==> src/rtl/dsky_keypad_scanner.sv <==
// DSKY 4x5 key matrix scanner, debouncer and AGC channel-15 keycode encoder.
// Optional macro KEYPAD_GHOST_REJECT_EN: ignore frames with two or more non-PRO closures.
module dsky_keypad_scanner #(
   parameter int unsigned SCAN_DIV        = 256,
   parameter int unsigned DEBOUNCE_FRAMES = 40
) (
   input  logic       SIM_CLK,
   input  logic       SIM_RST_n,
   output logic [3:0] ROW_n,
   input  logic [4:0] COL_n,
   output logic [4:0] MKEY,
   output logic       PROCEED,
   output logic       KEY_STB
);

   localparam int unsigned SlotW = $clog2(SCAN_DIV);
   localparam int unsigned CntW  = $clog2(DEBOUNCE_FRAMES + 1);
   localparam logic [SlotW-1:0] SlotLast = SlotW'(SCAN_DIV - 1);
   localparam logic [CntW-1:0]  CntMax   = CntW'(DEBOUNCE_FRAMES);
   localparam logic [CntW-1:0]  CntOne   = CntW'(1);

`ifdef KEYPAD_GHOST_REJECT_EN
   localparam bit GhostReject = 1'b1;
`else
   localparam bit GhostReject = 1'b0;
`endif

   typedef enum logic [1:0] {StIdle, StPressWait, StHeld, StReleaseWait} state_e;

   logic [4:0]       col_meta_q, col_sync_q, closed;
   logic [SlotW-1:0] slot_q;
   logic [1:0]       row_q;
   logic [14:0]      frame_q;
   logic [18:0]      frame_full;
   logic             slot_end, frame_done;
   logic             found, multi, no_info;
   logic [4:0]       first_idx, code;
   state_e           state_q, state_d;
   logic [4:0]       cand_q, cand_d, mkey_q, mkey_d;
   logic [CntW-1:0]  cnt_q, cnt_d, cnt_inc;
   logic             stb_q, stb_d, pro_q, pro_d;
   logic [CntW-1:0]  pro_cnt_q, pro_cnt_d, pro_cnt_inc;

   assign closed     = ~col_sync_q;
   assign slot_end   = (slot_q == SlotLast);
   assign frame_done = slot_end && (row_q == 2'd3);
   // Row 3 is still in the synchronizer when its frame completes; the unused column is dropped.
   assign frame_full = {closed[3:0], frame_q};
   assign ROW_n      = ~(4'b0001 << row_q);

   always_ff @(posedge SIM_CLK or negedge SIM_RST_n) begin
      if (!SIM_RST_n) begin
         col_meta_q <= 5'b11111;
         col_sync_q <= 5'b11111;
         slot_q     <= '0;
         row_q      <= '0;
         frame_q    <= '0;
      end else begin
         col_meta_q <= COL_n;
         col_sync_q <= col_meta_q;
         if (slot_end) begin
            slot_q <= '0;
            row_q  <= row_q + 2'd1;
            case (row_q)
               2'd0:    frame_q[4:0]   <= closed;
               2'd1:    frame_q[9:5]   <= closed;
               2'd2:    frame_q[14:10] <= closed;
               default: ;
            endcase
         end else begin
            slot_q <= slot_q + 1'b1;
         end
      end
   end

   // Row-major scan for the lowest non-PRO closure; any second closure marks the frame MULTI.
   always_comb begin
      found     = 1'b0;
      multi     = 1'b0;
      first_idx = '0;
      for (int p = 0; p < 19; p++) begin
         if (p != 15 && frame_full[p]) begin
            if (found) begin
               multi = 1'b1;
            end else begin
               found     = 1'b1;
               first_idx = 5'(p);
            end
         end
      end
      no_info = multi && GhostReject;
   end

   always_comb begin
      case (first_idx)
         5'd0:    code = 5'o21;
         5'd1:    code = 5'o32;
         5'd2:    code = 5'o07;
         5'd3:    code = 5'o10;
         5'd4:    code = 5'o11;
         5'd5:    code = 5'o37;
         5'd6:    code = 5'o33;
         5'd7:    code = 5'o04;
         5'd8:    code = 5'o05;
         5'd9:    code = 5'o06;
         5'd10:   code = 5'o36;
         5'd11:   code = 5'o20;
         5'd12:   code = 5'o01;
         5'd13:   code = 5'o02;
         5'd14:   code = 5'o03;
         5'd16:   code = 5'o31;
         5'd17:   code = 5'o34;
         5'd18:   code = 5'o22;
         default: code = 5'o00;
      endcase
   end

   assign cnt_inc     = (cnt_q == CntMax) ? cnt_q : cnt_q + 1'b1;
   assign pro_cnt_inc = pro_cnt_q + 1'b1;

   always_comb begin
      state_d = state_q;
      cand_d  = cand_q;
      cnt_d   = cnt_q;
      mkey_d  = mkey_q;
      stb_d   = 1'b0;
      if (frame_done && !no_info) begin
         case (state_q)
            StIdle: begin
               if (found) begin
                  cand_d = code;
                  cnt_d  = CntOne;
                  if (CntMax == CntOne) begin
                     state_d = StHeld;
                     mkey_d  = code;
                     stb_d   = 1'b1;
                  end else begin
                     state_d = StPressWait;
                  end
               end
            end
            StPressWait: begin
               if (!found) begin
                  state_d = StIdle;
                  cnt_d   = '0;
               end else if (code == cand_q) begin
                  cnt_d = cnt_inc;
                  if (cnt_inc == CntMax) begin
                     state_d = StHeld;
                     mkey_d  = cand_q;
                     stb_d   = 1'b1;
                  end
               end else begin
                  cand_d = code;
                  cnt_d  = CntOne;
               end
            end
            StHeld: begin
               if (!found) begin
                  if (CntMax == CntOne) begin
                     state_d = StIdle;
                     mkey_d  = '0;
                     cnt_d   = '0;
                  end else begin
                     state_d = StReleaseWait;
                     cnt_d   = CntOne;
                  end
               end
            end
            default: begin
               if (!found) begin
                  cnt_d = cnt_inc;
                  if (cnt_inc == CntMax) begin
                     state_d = StIdle;
                     mkey_d  = '0;
                     cnt_d   = '0;
                  end
               end else begin
                  state_d = StHeld;
                  cnt_d   = '0;
               end
            end
         endcase
      end
   end

   // PROCEED debounces on the PRO bit alone, independent of the keycode FSM.
   always_comb begin
      pro_d     = pro_q;
      pro_cnt_d = pro_cnt_q;
      if (frame_done) begin
         if (frame_full[15] != pro_q) begin
            if (pro_cnt_inc == CntMax) begin
               pro_d     = ~pro_q;
               pro_cnt_d = '0;
            end else begin
               pro_cnt_d = pro_cnt_inc;
            end
         end else begin
            pro_cnt_d = '0;
         end
      end
   end

   always_ff @(posedge SIM_CLK or negedge SIM_RST_n) begin
      if (!SIM_RST_n) begin
         state_q   <= StIdle;
         cand_q    <= '0;
         cnt_q     <= '0;
         mkey_q    <= '0;
         stb_q     <= 1'b0;
         pro_q     <= 1'b0;
         pro_cnt_q <= '0;
      end else begin
         state_q   <= state_d;
         cand_q    <= cand_d;
         cnt_q     <= cnt_d;
         mkey_q    <= mkey_d;
         stb_q     <= stb_d;
         pro_q     <= pro_d;
         pro_cnt_q <= pro_cnt_d;
      end
   end

   assign MKEY    = mkey_q;
   assign KEY_STB = stb_q;
   assign PROCEED = pro_q;

endmodule

==> config.mk <==
export PLATFORM = sky130hd
export DESIGN_NAME = dsky_keypad_scanner
export DESIGN_NICKNAME = d
export VERILOG_FILES = /design/src/rtl/dsky_keypad_scanner.sv
export SDC_FILE = /design/constraint.sdc
export NUM_CORES = 1
export LEC_CHECK = 0
export BUFFER_PORTS_ARGS = -buffer_cell sky130_fd_sc_hd__buf_4
export CAP_MARGIN = 20
export CELL_PAD_IN_SITES_DETAIL_PLACEMENT = 1
export CELL_PAD_IN_SITES_GLOBAL_PLACEMENT = 1
export CORE_AREA = 2 2 64 127
export CTS_CLUSTER_DIAMETER = 30
export CTS_CLUSTER_SIZE = 14
export DETAILED_ROUTE_END_ITERATION = 10
export DIE_AREA = 0 0 66 129
export PLACE_DENSITY = 0.84
export RECOVER_POWER = 50
export SLEW_MARGIN = 20
export SYNTH_ARGS = -nofsm -noshare
export SYNTH_HDL_FRONTEND = slang
export SYNTH_SLANG_ARGS = --single-unit
==> constraint.sdc <==
create_clock -name SIM_CLK -period 5.2 [get_ports SIM_CLK]
set_input_delay 0.26 -clock SIM_CLK [delete_from_list [all_inputs] [get_ports SIM_CLK]]
set_output_delay 0.26 -clock SIM_CLK [all_outputs]
set_load 0.01 [all_outputs]
==> run_results.csv, run 1 <==
group,metric,value,unit
run_status,status,"finished, violations left",
run_status,violations,"capacitance limit, slew limit",
power_and_ir_drop,clockPowerShare,0.536,
floorplan,die_area,8510,um2
final_layout,fin_util,0.541,
cts,htree_levels,3,
grt,antenna_found_initial,0,
final_layout,syn2layout_area_growth,14.3,%
synthesis,synth.distinct_cells,63,
power_and_ir_drop,p_int,0.916,mW
cts,cts_inserted_buffers,9,
synthesis,syn_nets,400,
timing,slew_viol_final,62,
critical_path,cp.arrival,4.65,ns
timing,relSlewSlack,-1.17,
synthesis,ys.warnings.count,0,
flow_run,max_cap_violations,1,
critical_path,required,5.39,ns
detailed_routing,drtIter0Drc,87,
grt,grt_pass1_wl,15.2,mm
placement,postPlaceCellArea,3780,um2
cts,cts_hold_buf,0,
critical_path,path_max_fanout,8,
floorplan,die_y,129,um
cts,cts.sinks,61,
cts,post_cts_resize_count,0,
cts,clock_latency,0.33,ns
synthesis,synth_enable_flop_cells,0,
grt,track_usage,0.239,
critical_path,critPathLaunchType,"flip-flop",
critical_path,worstReg2RegStart,"frame_q[3]$_DFFE_PN0P_",
floorplan,initial_core_util,0.473,
placement,place_congestion,1.03,
detailed_routing,wl_per_cell,18.3,um
final_layout,finalInstanceArea,4080,um2
cts,cts_post_setup_buffers_inserted,0,
critical_path,criticalPathCategory,"flip-flop to flip-flop",
timing,tns,0,ns
detailed_routing,via_count,2937,
timing,hold_viol,0,
floorplan,rows,45,
synthesis,syn-cell-area,3570,um2
power_and_ir_drop,seqPwrFrac,0.425,
cts,cts.clk_slew.worst_paths,0.05,ns
detailed_routing,drt_first_pass_iters,4,
detailed_routing,via_per_inst,5.95,
synthesis,syn_area_per_cell,9.47,um2
power_and_ir_drop,power_density,281,nW/um2
final_layout,drive_gt1_frac,0.160,
power_and_ir_drop,total_power,1.15,mW
cts,root_buffer,"clkbuf_16",
synthesis,ys_ff_latch,61,
detailed_routing,routed_wl,9.05,mm
synthesis,synth_cells,377,
timing,setup_viol,0,
timing,max_freq,0.224,GHz
critical_path,reg2reg_depth,13,
critical_path,cp-end-kind,"flip-flop",
timing,min_period,4.46,ns
timing,skew,0.00759,ns
grt,grt_pass1_vias,3224,
synthesis,synth_ff_type,"dfrtp_1",
detailed_routing,ant_nets,0,
cts,cts_tree,"done",
final_layout,diodes,0,
floorplan,die_x,66,um
floorplan,io_pins,18,
synthesis,async_flop_share,1.00,
critical_path,rrSetupSlack,0.74,ns
floorplan,coreArea,7540,um2
final_layout,final_nets,418,
critical_path,r2r-end,"MKEY[3]$_DFFE_PN0P_",
grt,grt_max_degree,62,
power_and_ir_drop,swShare,0.201,
cts,cts_max_path_buffers,2,
hold_path,hold_depth,1,
timing,min_period_over_period,0.858,
placement,io_buffers,17,
hold_path,hp-class,"primary input to flip-flop",
power_and_ir_drop,p_leak,1.87,nW
synthesis,synth-seq-area-share,0.431,
power_and_ir_drop,p_switching,0.231,mW
power_and_ir_drop,ir_drop,209,uV
timing,rsz0062_at_grt,"false",
grt,gr-total-overflow,0,
hold_path,min-delay-start,"COL_n[1]",
detailed_routing,drc_errors,0,
timing,tightest_slew,3.25,ns
placement,dp_hpwl,6.91,mm
hold_path,min_to,"col_meta_q[1]$_DFF_PN1_",
power_and_ir_drop,power_frac_comb,0.039,
sequential cells by signal, summed over array words and instances (netlist names), 2 cells and up, named ones only:
name,flops
col_meta_q,5
cnt_q,6
slot_q,8
frame_q,15
row_q,2
pro_cnt_q,6
MKEY,5
cand_q,5
col_sync_q,5
power by group through the flow:
stage          clock network [mW]  registers [mW]  logic, mW
6_report                    0.615           0.488     0.0442
5_1_grt                     0.648           0.488     0.0501
4_1_cts                     0.630           0.488     0.0457
3_5_place_dp                    0           0.495     0.0453
3_3_place_gp                    0           0.495     0.0444
2_1_floorplan                   0           0.492     0.0264
stage by stage:
| stage | worst slack (ns) | cells | hold WS, ns |
|---|---|---|---|
| 4_1_cts | 0.724 | 494 | 0.0261 |
| 3_5_place_dp | 0.747 | 478 | 0.347 |
| 6_report | 0.740 | 494 | 0.0382 |
| 3_3_place_gp | 0.850 | 478 | 0.347 |
| 2_1_floorplan | 1.47 | 377 | -0.0356 |
| 5_1_grt | 0.454 | 494 | 0.0320 |
layer usage:
layer | GRT usage | routed length, um
met4 | 0.164 | 539
met3 | 0.0455 | 210
met1 | 0.228 | 3100
met5 | 0 | 0
met2 | 0.443 | 5200
Yosys cell counts, types with 5 or more instances:
| cell type | count | area, um2 |
|---|---|---|
| o21ai_0 | 23 | 115 |
| inv_1 | 22 | 82.6 |
| dfrtp_1 | 51 | 1280 |
| nor2_1 | 52 | 195 |
| xnor2_1 | 9 | 78.8 |
| and3_1 | 5 | 31.3 |
| nand2_1 | 31 | 116 |
| a21oi_1 | 29 | 145 |
| nand3_1 | 14 | 70.1 |
| dfstp_2 | 10 | 263 |
| mux2i_1 | 10 | 100 |
| ha_1 | 16 | 200 |
| nor3_1 | 9 | 45.0 |
| clkbuf_1 | 9 | 33.8 |
cell families after synthesis:
kind of cell,count (synthesis),synth area share
AND/OR/NAND/NOR,146,0.218
AO/OA/AOI/OAI,96,0.188
flip-flops,61,0.431
buffers and inverters,32,0.0340
adder cells (fa/ha/maj),16,0.0561
XOR/XNOR,13,0.0319
multiplexers,13,0.0407
cells in the final DEF, fill, tap and decap left out, drive strengths merged, types with 4 or more instances in the layout:
cell / n
mux2i: 10
nor4: 4
buf: 11
nand4: 5
o31ai: 5
nor2: 52
xor2: 4
xnor2: 9
dfstp: 10
a21oi: 29
dfrtp: 51
nor3: 9
o21ai: 27
nand3: 14
nand2: 32
ha: 16
inv: 22
or4: 4
clkbuf: 18
or2: 4
and3: 5
cell type report:
type	instances	area [um2]
clock buffers	12	236
clock inverters	4	72.6
well taps	94	118
inverters	22	82.6
fillers	874	3460
multi-input cells	284	1910
repair buffers	17	124
flip-flops and latches	61	1540
how the worst max path moves through the flow:
stage / from / slack (ns) / end
CTS: frame_q[3]$_DFFE_PN0P_ / 0.72 / MKEY[3]$_DFFE_PN0P_
global route: frame_q[3]$_DFFE_PN0P_ / 0.45 / MKEY[3]$_DFFE_PN0P_
global placement: col_sync_q[1]$_DFF_PN1_ / 0.85 / MKEY[2]$_DFFE_PN0P_
floorplan: frame_q[7]$_DFFE_PN0P_ / 1.47 / cand_q[4]$_DFFE_PN0P_
detailed placement: frame_q[3]$_DFFE_PN0P_ / 0.75 / MKEY[3]$_DFFE_PN0P_
finish: frame_q[3]$_DFFE_PN0P_ / 0.74 / MKEY[3]$_DFFE_PN0P_
worst max-delay path, cell delays in order, from the launching register on:
cell       delay (ns)
dfrtp_1          0.45
nor4_4           0.56
nand4_2          0.31
o32a_2           0.30
nor2_1           0.38
ha_1             0.35
nand3_1          0.10
o31ai_2          0.12
or4_1            0.50
o311ai_1         0.12
o22ai_2          0.17
nor3b_4          0.35
nand4bb_1        0.40
mux2i_1          0.22
No activity file was read; power rests on OpenSTA's default activity.
==> run 2, diff against run 1 <==
--- a/config.mk
+++ b/config.mk
@@ -5,16 +5,17 @@
 export SDC_FILE = /design/constraint.sdc
 export NUM_CORES = 1
 export LEC_CHECK = 0
+export ABC_AREA = 1
 export BUFFER_PORTS_ARGS = -buffer_cell sky130_fd_sc_hd__buf_4
 export CAP_MARGIN = 20
 export CELL_PAD_IN_SITES_DETAIL_PLACEMENT = 1
 export CELL_PAD_IN_SITES_GLOBAL_PLACEMENT = 1
-export CORE_AREA = 2 2 64 127
+export CORE_AREA = 2 2 65 129
 export CTS_CLUSTER_DIAMETER = 30
 export CTS_CLUSTER_SIZE = 14
 export DETAILED_ROUTE_END_ITERATION = 10
-export DIE_AREA = 0 0 66 129
-export PLACE_DENSITY = 0.84
+export DIE_AREA = 0 0 67 131
+export PLACE_DENSITY = 0.83
 export RECOVER_POWER = 50
 export SLEW_MARGIN = 20
 export SYNTH_ARGS = -nofsm -noshare
==> run 2 against run 1 <==
Clock-buffer cell count decreased by 3. Fmax grew 48%. Power is 1.7% lower. Register-to-register slack gained 1.5 ns. The flow still finishes with violations (capacitance limit, slew limit). First-iteration DRC count increased by 83%. Design area decreased by 0.74%. Global-route usage down 1.2 points. Synthesized cell count grew 14%. Critical path depth is 10 higher. Worst setup slack better by 1.5 ns.
==> run_results.csv, run 2 <==
group,metric,value,unit
synthesis,yosysTopAreaCellShare,0.363,
synthesis,synth_mux_area_frac,0,
cts,htree_levels,3,
detailed_routing,ant_nets,0,
timing,min_period_over_period,0.578,
power_and_ir_drop,p_switching,0.262,mW
synthesis,yosysTopAreaCell,"dfrtp_1",
detailed_routing,routed_wl,8.53,mm
grt,antenna_found_initial,0,
floorplan,die_y,131,um
placement,io_buffers,17,
timing,relSlewSlack,-1.18,
critical_path,cp-end-kind,"flip-flop",
timing,rsz0062_at_grt,"false",
critical_path,required,5.41,ns
timing,holdWs,0.0260,ns
critical_path,cpLargestDelayFamily,"simple AND/OR/NAND/NOR gates",
final_layout,multi_input_area,1730,um2
critical_path,crit_slowest_cell,"dfrtp_1",
cts,cts_post_setup_buffers_inserted,0,
critical_path,critPathMaxStageDelay,0.42,ns
grt,grt_max_degree,62,
critical_path,critPathLaunchType,"flip-flop",
detailed_routing,drc_errors,0,
final_layout,syn2layout_area_growth,15.1,%
flow_run,max_cap_violations,1,
power_and_ir_drop,seqPwrFrac,0.431,
final_layout,top_register,"frame_q",
final_layout,final_common_cell,"nand2_1",
final_layout,finalNonFillerCells,557,
timing,min_period,3.01,ns
timing,tns,0,ns
final_layout,reg_top3,"frame_q x15, slot_q x8",
synthesis,synth_top_family_by_area,"simple AND/OR/NAND/NOR gates",
floorplan,coreArea,7830,um2
final_layout,largest_reg_flops,15,
synthesis,synth_area_leaders,"dfrtp_1, nand2_1, dfstp_2",
cts,cts.clk_slew.worst_paths,0.06,ns
synthesis,syn_area_per_cell,8.20,um2
synthesis,synth_enable_flop_cells,0,
power_and_ir_drop,clockPowerShare,0.532,
synthesis,synth.distinct_cells,39,
floorplan,io_pins,18,
floorplan,die_area,8780,um2
grt,grt_pass1_vias,3069,
timing,skew,0.00644,ns
cts,post_cts_resize_count,0,
synthesis,synth_ff_type,"dfrtp_1",
grt,track_usage,0.227,
synthesis,async_flop_share,1.00,
final_layout,register_area,1540,um2
critical_path,path_max_fanout,6,
synthesis,synthXorXnorAreaFrac,0.0323,
cts,cts_inserted_buffers,9,
power_and_ir_drop,swShare,0.233,
detailed_routing,drtIter0Drc,159,
critical_path,crit_buf_inv,3,
final_layout,diodes,0,
synthesis,synthAdderAreaFrac,0.0569,
detailed_routing,via_per_inst,5.22,
floorplan,die_x,67,um
synthesis,synth_common_cells,"nand2_1, inv_1, dfrtp_1, nand3_1, nor2_1",
synthesis,syn_nets,452,
cts,cts.sinks,61,
detailed_routing,drt_first_pass_iters,4,
hold_path,hp-class,"primary input to flip-flop",
run_status,status,"finished, violations left",
power_and_ir_drop,power_frac_comb,0.037,
cts,root_buffer,"clkbuf_16",
power_and_ir_drop,power_density,278,nW/um2
power_and_ir_drop,p_leak,2.00,nW
critical_path,criticalPathCategory,"flip-flop to flip-flop",
synthesis,synth_compound_area_frac,0.0949,
timing,tightest_slew,3.27,ns
final_layout,layout_common_cells,"nand2_1, inv_1, dfrtp_1, nand3_1, nor2_1",
synthesis,synth_cells,429,
final_layout,finalInstanceArea,4050,um2
synthesis,syn-cell-area,3520,um2
detailed_routing,wl_per_cell,15.3,um
cts,cts_hold_buf,0,
placement,place_congestion,0.829,
final_layout,drive_gt1_frac,0.163,
power_and_ir_drop,ir_drop,222,uV
placement,dp_cells,541,
cts,cts_tree,"done",
grt,grt_pass1_wl,14.8,mm
final_layout,final_nets,479,
synthesis,ys_ff_latch,61,
floorplan,initial_core_util,0.450,
grt,gr-total-overflow,0,
timing,hold_viol,0,
placement,dp_hpwl,5.94,mm
synthesis,synthSimpleGateAreaFrac,0.307,
run_status,violations,"capacitance limit, slew limit",
critical_path,cp.arrival,3.22,ns
timing,setup_viol,0,
power_and_ir_drop,p_int,0.866,mW
critical_path,cp_cell_sequence,"nor2_4 > nand2_4 > nor2_8 > nand4_1 > nand4_1 > nand2_1 > nand2_2 > inv_1 > ha_1 > inv_1 > nand2_1 > o21ai_1 > inv_1 > nand2_1 > nand2_1 > nand2_1 > nand2_1 > nor2_2 > nand3_4 > nand2_1 > nand3_1 > nand2_1 > o21ai_1",
floorplan,rows,46,
synthesis,synth.most_common_cell,"nand2_1",
cts,clock_latency,0.34,ns
final_layout,fillCellCount,984,
synthesis,ys.warnings.count,0,
timing,max_freq,0.333,GHz
timing,slew_viol_final,62,
cts,cts_max_path_buffers,2,
detailed_routing,via_count,2909,
critical_path,crit_path_frequent_cell,"nand2_1",
placement,postPlaceCellArea,3760,um2
synthesis,synth-seq-area-share,0.437,
## run 2: worst register-to-register path, cell delays in order (launching register included)
cell and delay [ns]:
dfrtp_1 0.42, nor2_4 0.19, nand2_4 0.10, nor2_8 0.16, nand4_1 0.13, nand4_1 0.12
nand2_1 0.08, nand2_2 0.10, inv_1 0.07, ha_1 0.23, inv_1 0.09, nand2_1 0.07
o21ai_1 0.13, inv_1 0.06, nand2_1 0.08, nand2_1 0.07, nand2_1 0.06, nand2_1 0.05
nor2_2 0.14, nand3_4 0.13, nand2_1 0.16, nand3_1 0.11, nand2_1 0.08, o21ai_1 0.06
## run 2: final cells by class
cell class	count	area share
sequential	61	0.380
timing repair buffer	17	0.0306
inverter	64	0.0593
multi-input combinational	303	0.427
clock buffer	9	0.0556
clock inverter	7	0.0182
tap	96	0.0296
## run 2: power by group through the flow
stage	registers, mW	clock network [mW]	logic, mW
5_1_grt	0.487	0.630	0.0479
3_3_place_gp	0.494	0	0.0419
6_report	0.486	0.600	0.0412
4_1_cts	0.486	0.616	0.0428
2_1_floorplan	0.492	0	0.0235
3_5_place_dp	0.495	0	0.0422
## run 2: cell families after synthesis
group | after synthesis
AND/OR/NAND/NOR | 217
AO/OA/AOI/OAI | 57
adder cells (fa/ha/maj) | 16
buffers and inverters | 65
flip-flops | 61
XOR/XNOR | 13
## run 2: routing by layer
| metal | up-vias | global-route usage | wire length (um) |
|---|---|---|---|
| li1 | 1440 | - | - |
| met1 | 1422 | 0.278 | 3700 |
| met2 | 30 | 0.376 | 4410 |
| met3 | 17 | 0.0291 | 158 |
| met4 | 0 | 0.133 | 265 |
| met5 | - | 0 | 0 |
## run 2: through the flow
stage          power (mW)  worst slack [ns]  utilization
6_report             1.13              2.19        0.518
5_1_grt              1.16              1.63        0.518
4_1_cts              1.15              2.17        0.518
3_5_place_dp        0.537              2.21        0.480
3_3_place_gp        0.536              2.32        0.480
2_1_floorplan       0.516              2.60            -
## run 2: worst paths after layout
kind / start / end / slack [ns] / depth (start not counted)
min: COL_n[4] / col_meta_q[4]$_DFF_PN1_ / 0.03 / 1
max reg2reg: frame_q[1]$_DFFE_PN0P_ / flip-flop / 2.19 / 23
max in group asynchronous: SIM_RST_n / cnt_q[4]$_DFFE_PN0P_ / 2.33 / 1
min in group asynchronous: SIM_RST_n / frame_q[7]$_DFFE_PN0P_ / 1.00 / 1
max: frame_q[1]$_DFFE_PN0P_ / flip-flop / 2.19 / 23
min reg2reg: col_meta_q[0]$_DFF_PN1_ / col_sync_q[0]$_DFF_PN1_ / 0.35 / 0
==> run 3, diff against run 2 <==
--- a/config.mk
+++ b/config.mk
@@ -5,17 +5,17 @@
 export SDC_FILE = /design/constraint.sdc
 export NUM_CORES = 1
 export LEC_CHECK = 0
-export ABC_AREA = 1
+export ABC_AREA = 0
 export BUFFER_PORTS_ARGS = -buffer_cell sky130_fd_sc_hd__buf_4
 export CAP_MARGIN = 20
 export CELL_PAD_IN_SITES_DETAIL_PLACEMENT = 1
 export CELL_PAD_IN_SITES_GLOBAL_PLACEMENT = 1
-export CORE_AREA = 2 2 65 129
+export CORE_AREA = 2 2 68 134
 export CTS_CLUSTER_DIAMETER = 30
 export CTS_CLUSTER_SIZE = 14
 export DETAILED_ROUTE_END_ITERATION = 10
-export DIE_AREA = 0 0 67 131
-export PLACE_DENSITY = 0.83
+export DIE_AREA = 0 0 70 136
+export PLACE_DENSITY = 0.79
 export RECOVER_POWER = 50
 export SLEW_MARGIN = 20
 export SYNTH_ARGS = -nofsm -noshare
==> constraint.sdc (replaced) <==
create_clock -name SIM_CLK -period 2.4 [get_ports SIM_CLK]
set_input_delay 0.12 -clock SIM_CLK [delete_from_list [all_inputs] [get_ports SIM_CLK]]
set_output_delay 0.12 -clock SIM_CLK [all_outputs]
set_load 0.01 [all_outputs]
==> run 3 against run 2 <==
The flow finishes with violations (capacitance limit, slew limit, setup timing). Clock power rose to 2.6 times the previous value. Non-clock buffer count up 99. Power up 150%. Via count up 22%. Final cell count up 7.5%.
==> run_results.csv, run 3 (synthesized netlist as in run 1, its figures left out) <==
group,metric,value,unit
run_status,status,"finished, violations left",
run_status,violations,"capacitance limit, slew limit, setup timing",
timing,rsz0062_at_grt,"true",
grt,antenna_found_initial,0,
final_layout,fillCellCount,951,
detailed_routing,highest_layer,"met4",
floorplan,rows,48,
flow_run,max_cap_violations,1,
cts,cts.clk_slew.worst_paths,0.05,ns
grt,grt_pass1_vias,3978,
cts,cts_inserted_buffers,9,
power_and_ir_drop,power_density,539,nW/um2
timing,min_period,3.76,ns
grt,grt_pass1_wl,20.7,mm
critical_path,crit_path_frequent_cell,"buf_6",
critical_path,cp_cell_sequence,"buf_6 > nor4_4 > buf_6 > buf_12 > nand4_4 > o32a_4 > nor2_4 > buf_6 > inv_1 > ha_1 > nor2_2 > a221oi_2 > o21a_1 > o22ai_4 > nor3b_4 > a2111oi_4 > buf_4 > mux2_4",
detailed_routing,drt_first_pass_iters,7,
power_and_ir_drop,power_frac_comb,0.071,
final_layout,reg_top3,"frame_q x15, slot_q x8",
detailed_routing,ant_nets,0,
placement,io_buffers,17,
placement,place_congestion,1.01,
final_layout,diodes,0,
detailed_routing,wl_met2,7.90,mm
power_and_ir_drop,seqPwrFrac,0.377,
power_and_ir_drop,p_switching,0.579,mW
detailed_routing,via_per_inst,5.91,
detailed_routing,wl_met3,357,um
cts,htree_levels,3,
floorplan,io_pins,18,
timing,max_freq,0.266,GHz
placement,dp_cells,559,
critical_path,cp.arrival,3.97,ns
cts,cts_max_path_buffers,2,
cts,clock_latency,0.34,ns
power_and_ir_drop,total_power,2.79,mW
cts,root_buffer,"clkbuf_16",
timing,slew_viol_final,62,
floorplan,coreArea,8530,um2
timing,holdWs,0.356,ns
timing,tightest_slew,1.55,ns
detailed_routing,met1_length,4.09,mm
critical_path,criticalPathCategory,"flip-flop to flip-flop",
floorplan,die_x,70,um
final_layout,top_register,"frame_q",
final_layout,final_common_cell,"buf_4",
critical_path,path_max_fanout,4,
detailed_routing,via_count,3538,
power_and_ir_drop,ir_drop,506,uV
critical_path,critPathMaxStageDelay,0.41,ns
detailed_routing,wl_per_cell,22.2,um
timing,tns,-23.75,ns
detailed_routing,routed_wl,13.3,mm
timing,hold_viol,0,
hold_path,hp-class,"flip-flop to flip-flop",
grt,grt_max_degree,62,
grt,gr-total-overflow,0,
final_layout,largest_reg_flops,15,
critical_path,crit_slowest_cell,"dfrtp_1",
timing,relSlewSlack,-0.0333,
power_and_ir_drop,p_leak,2.41,nW
detailed_routing,drc_errors,0,
final_layout,drive_gt1_frac,0.363,
critical_path,cp-end-kind,"flip-flop",
final_layout,final_nets,517,
final_layout,finalNonFillerCells,599,
power_and_ir_drop,clockPowerShare,0.552,
grt,track_usage,0.290,
cts,cts.sinks,61,
placement,dp_hpwl,8.48,mm
timing,layout_setup_ws,-1.36,ns
timing,skew,0.0108,ns
critical_path,critPathLaunchType,"flip-flop",
critical_path,required,2.61,ns
final_layout,syn2layout_area_growth,44.8,%
power_and_ir_drop,swShare,0.208,
final_layout,layout_common_cells,"buf_4, nor2_1, dfrtp_1, nand2_1, a21oi_1",
detailed_routing,drtIter0Drc,143,
timing,setup_viol,19,
cts,cts_tree,"done",
timing,min_period_over_period,1.57,
floorplan,die_area,9520,um2
power_and_ir_drop,p_int,2.21,mW
floorplan,initial_core_util,0.419,
floorplan,die_y,136,um
## run 3: area by class of cell
class / instances / area, um2 / area share
repair buffers: 116 / 903 / 0.175
clock buffers: 12 / 256 / 0.0496
flip-flops and latches: 61 / 1540 / 0.298
clock inverters: 4 / 95.1 / 0.0184
well taps: 100 / 125 / 0.0242
multi-input cells: 284 / 2160 / 0.419
inverters: 22 / 82.6 / 0.0160
## run 3: layer usage
metal / up-vias / track usage
met5: - / 0
met4: 0 / 0.202
met3: 58 / 0.0519
met2: 87 / 0.587
met1: 1811 / 0.238
li1: 1582 / -
## run 3: through the flow
step	utilization	area, um2	setup WS (ns)
2_1_floorplan	-	3650	-1.12
3_3_place_gp	0.518	4420	-1.19
3_5_place_dp	0.518	4420	-1.39
4_1_cts	0.595	5070	-1.29
5_1_grt	0.606	5170	-1.49
6_report	0.606	5170	-1.36
## run 3: worst max-delay path: cells and delay by family (launching register included)
kind | cells | cell delay, ns
flip-flops | 1 | 0.41
buffers and inverters | 6 | 0.80
multiplexers | 1 | 0.31
AO/OA/AOI/OAI | 5 | 1.12
adder cells (fa/ha/maj) | 1 | 0.20
AND/OR/NAND/NOR | 5 | 0.78
## run 3: what timing repair did
item                                    CTS  global route
setup buffers                            14             5
gates resized for setup                  24            18
pin swaps                                11            10
endpoints found under the setup margin   19            20
endpoints found under the hold margin    56             0
hold buffers                              6             0
## run 3: path summary, 6_finish.rpt
kind	from	end	depth (start not counted)	slack (ns)
worst max-delay path	frame_q[7]$_DFFE_PN0P_	cand_q[1]$_DFFE_PN0P_	18	-1.36
worst min-delay path	col_meta_q[1]$_DFF_PN1_	col_sync_q[1]$_DFF_PN1_	0	0.36
worst min register to register	col_meta_q[1]$_DFF_PN1_	col_sync_q[1]$_DFF_PN1_	0	0.36
max in group asynchronous	SIM_RST_n	frame_q[2]$_DFFE_PN0P_	2	0.65
min in group asynchronous	SIM_RST_n	MKEY[4]$_DFFE_PN0P_	2	0.69
worst max register to register	frame_q[7]$_DFFE_PN0P_	cand_q[1]$_DFFE_PN0P_	18	-1.36
## run 3: power by group through the flow
stage / clock (mW) / sequential (mW) / combinational, mW
5_1_grt: 1.59 / 1.05 / 0.210
6_report: 1.54 / 1.05 / 0.197
3_3_place_gp: 0 / 1.07 / 0.141
3_5_place_dp: 0 / 1.07 / 0.149
4_1_cts: 1.55 / 1.05 / 0.175
2_1_floorplan: 0 / 1.07 / 0.0645
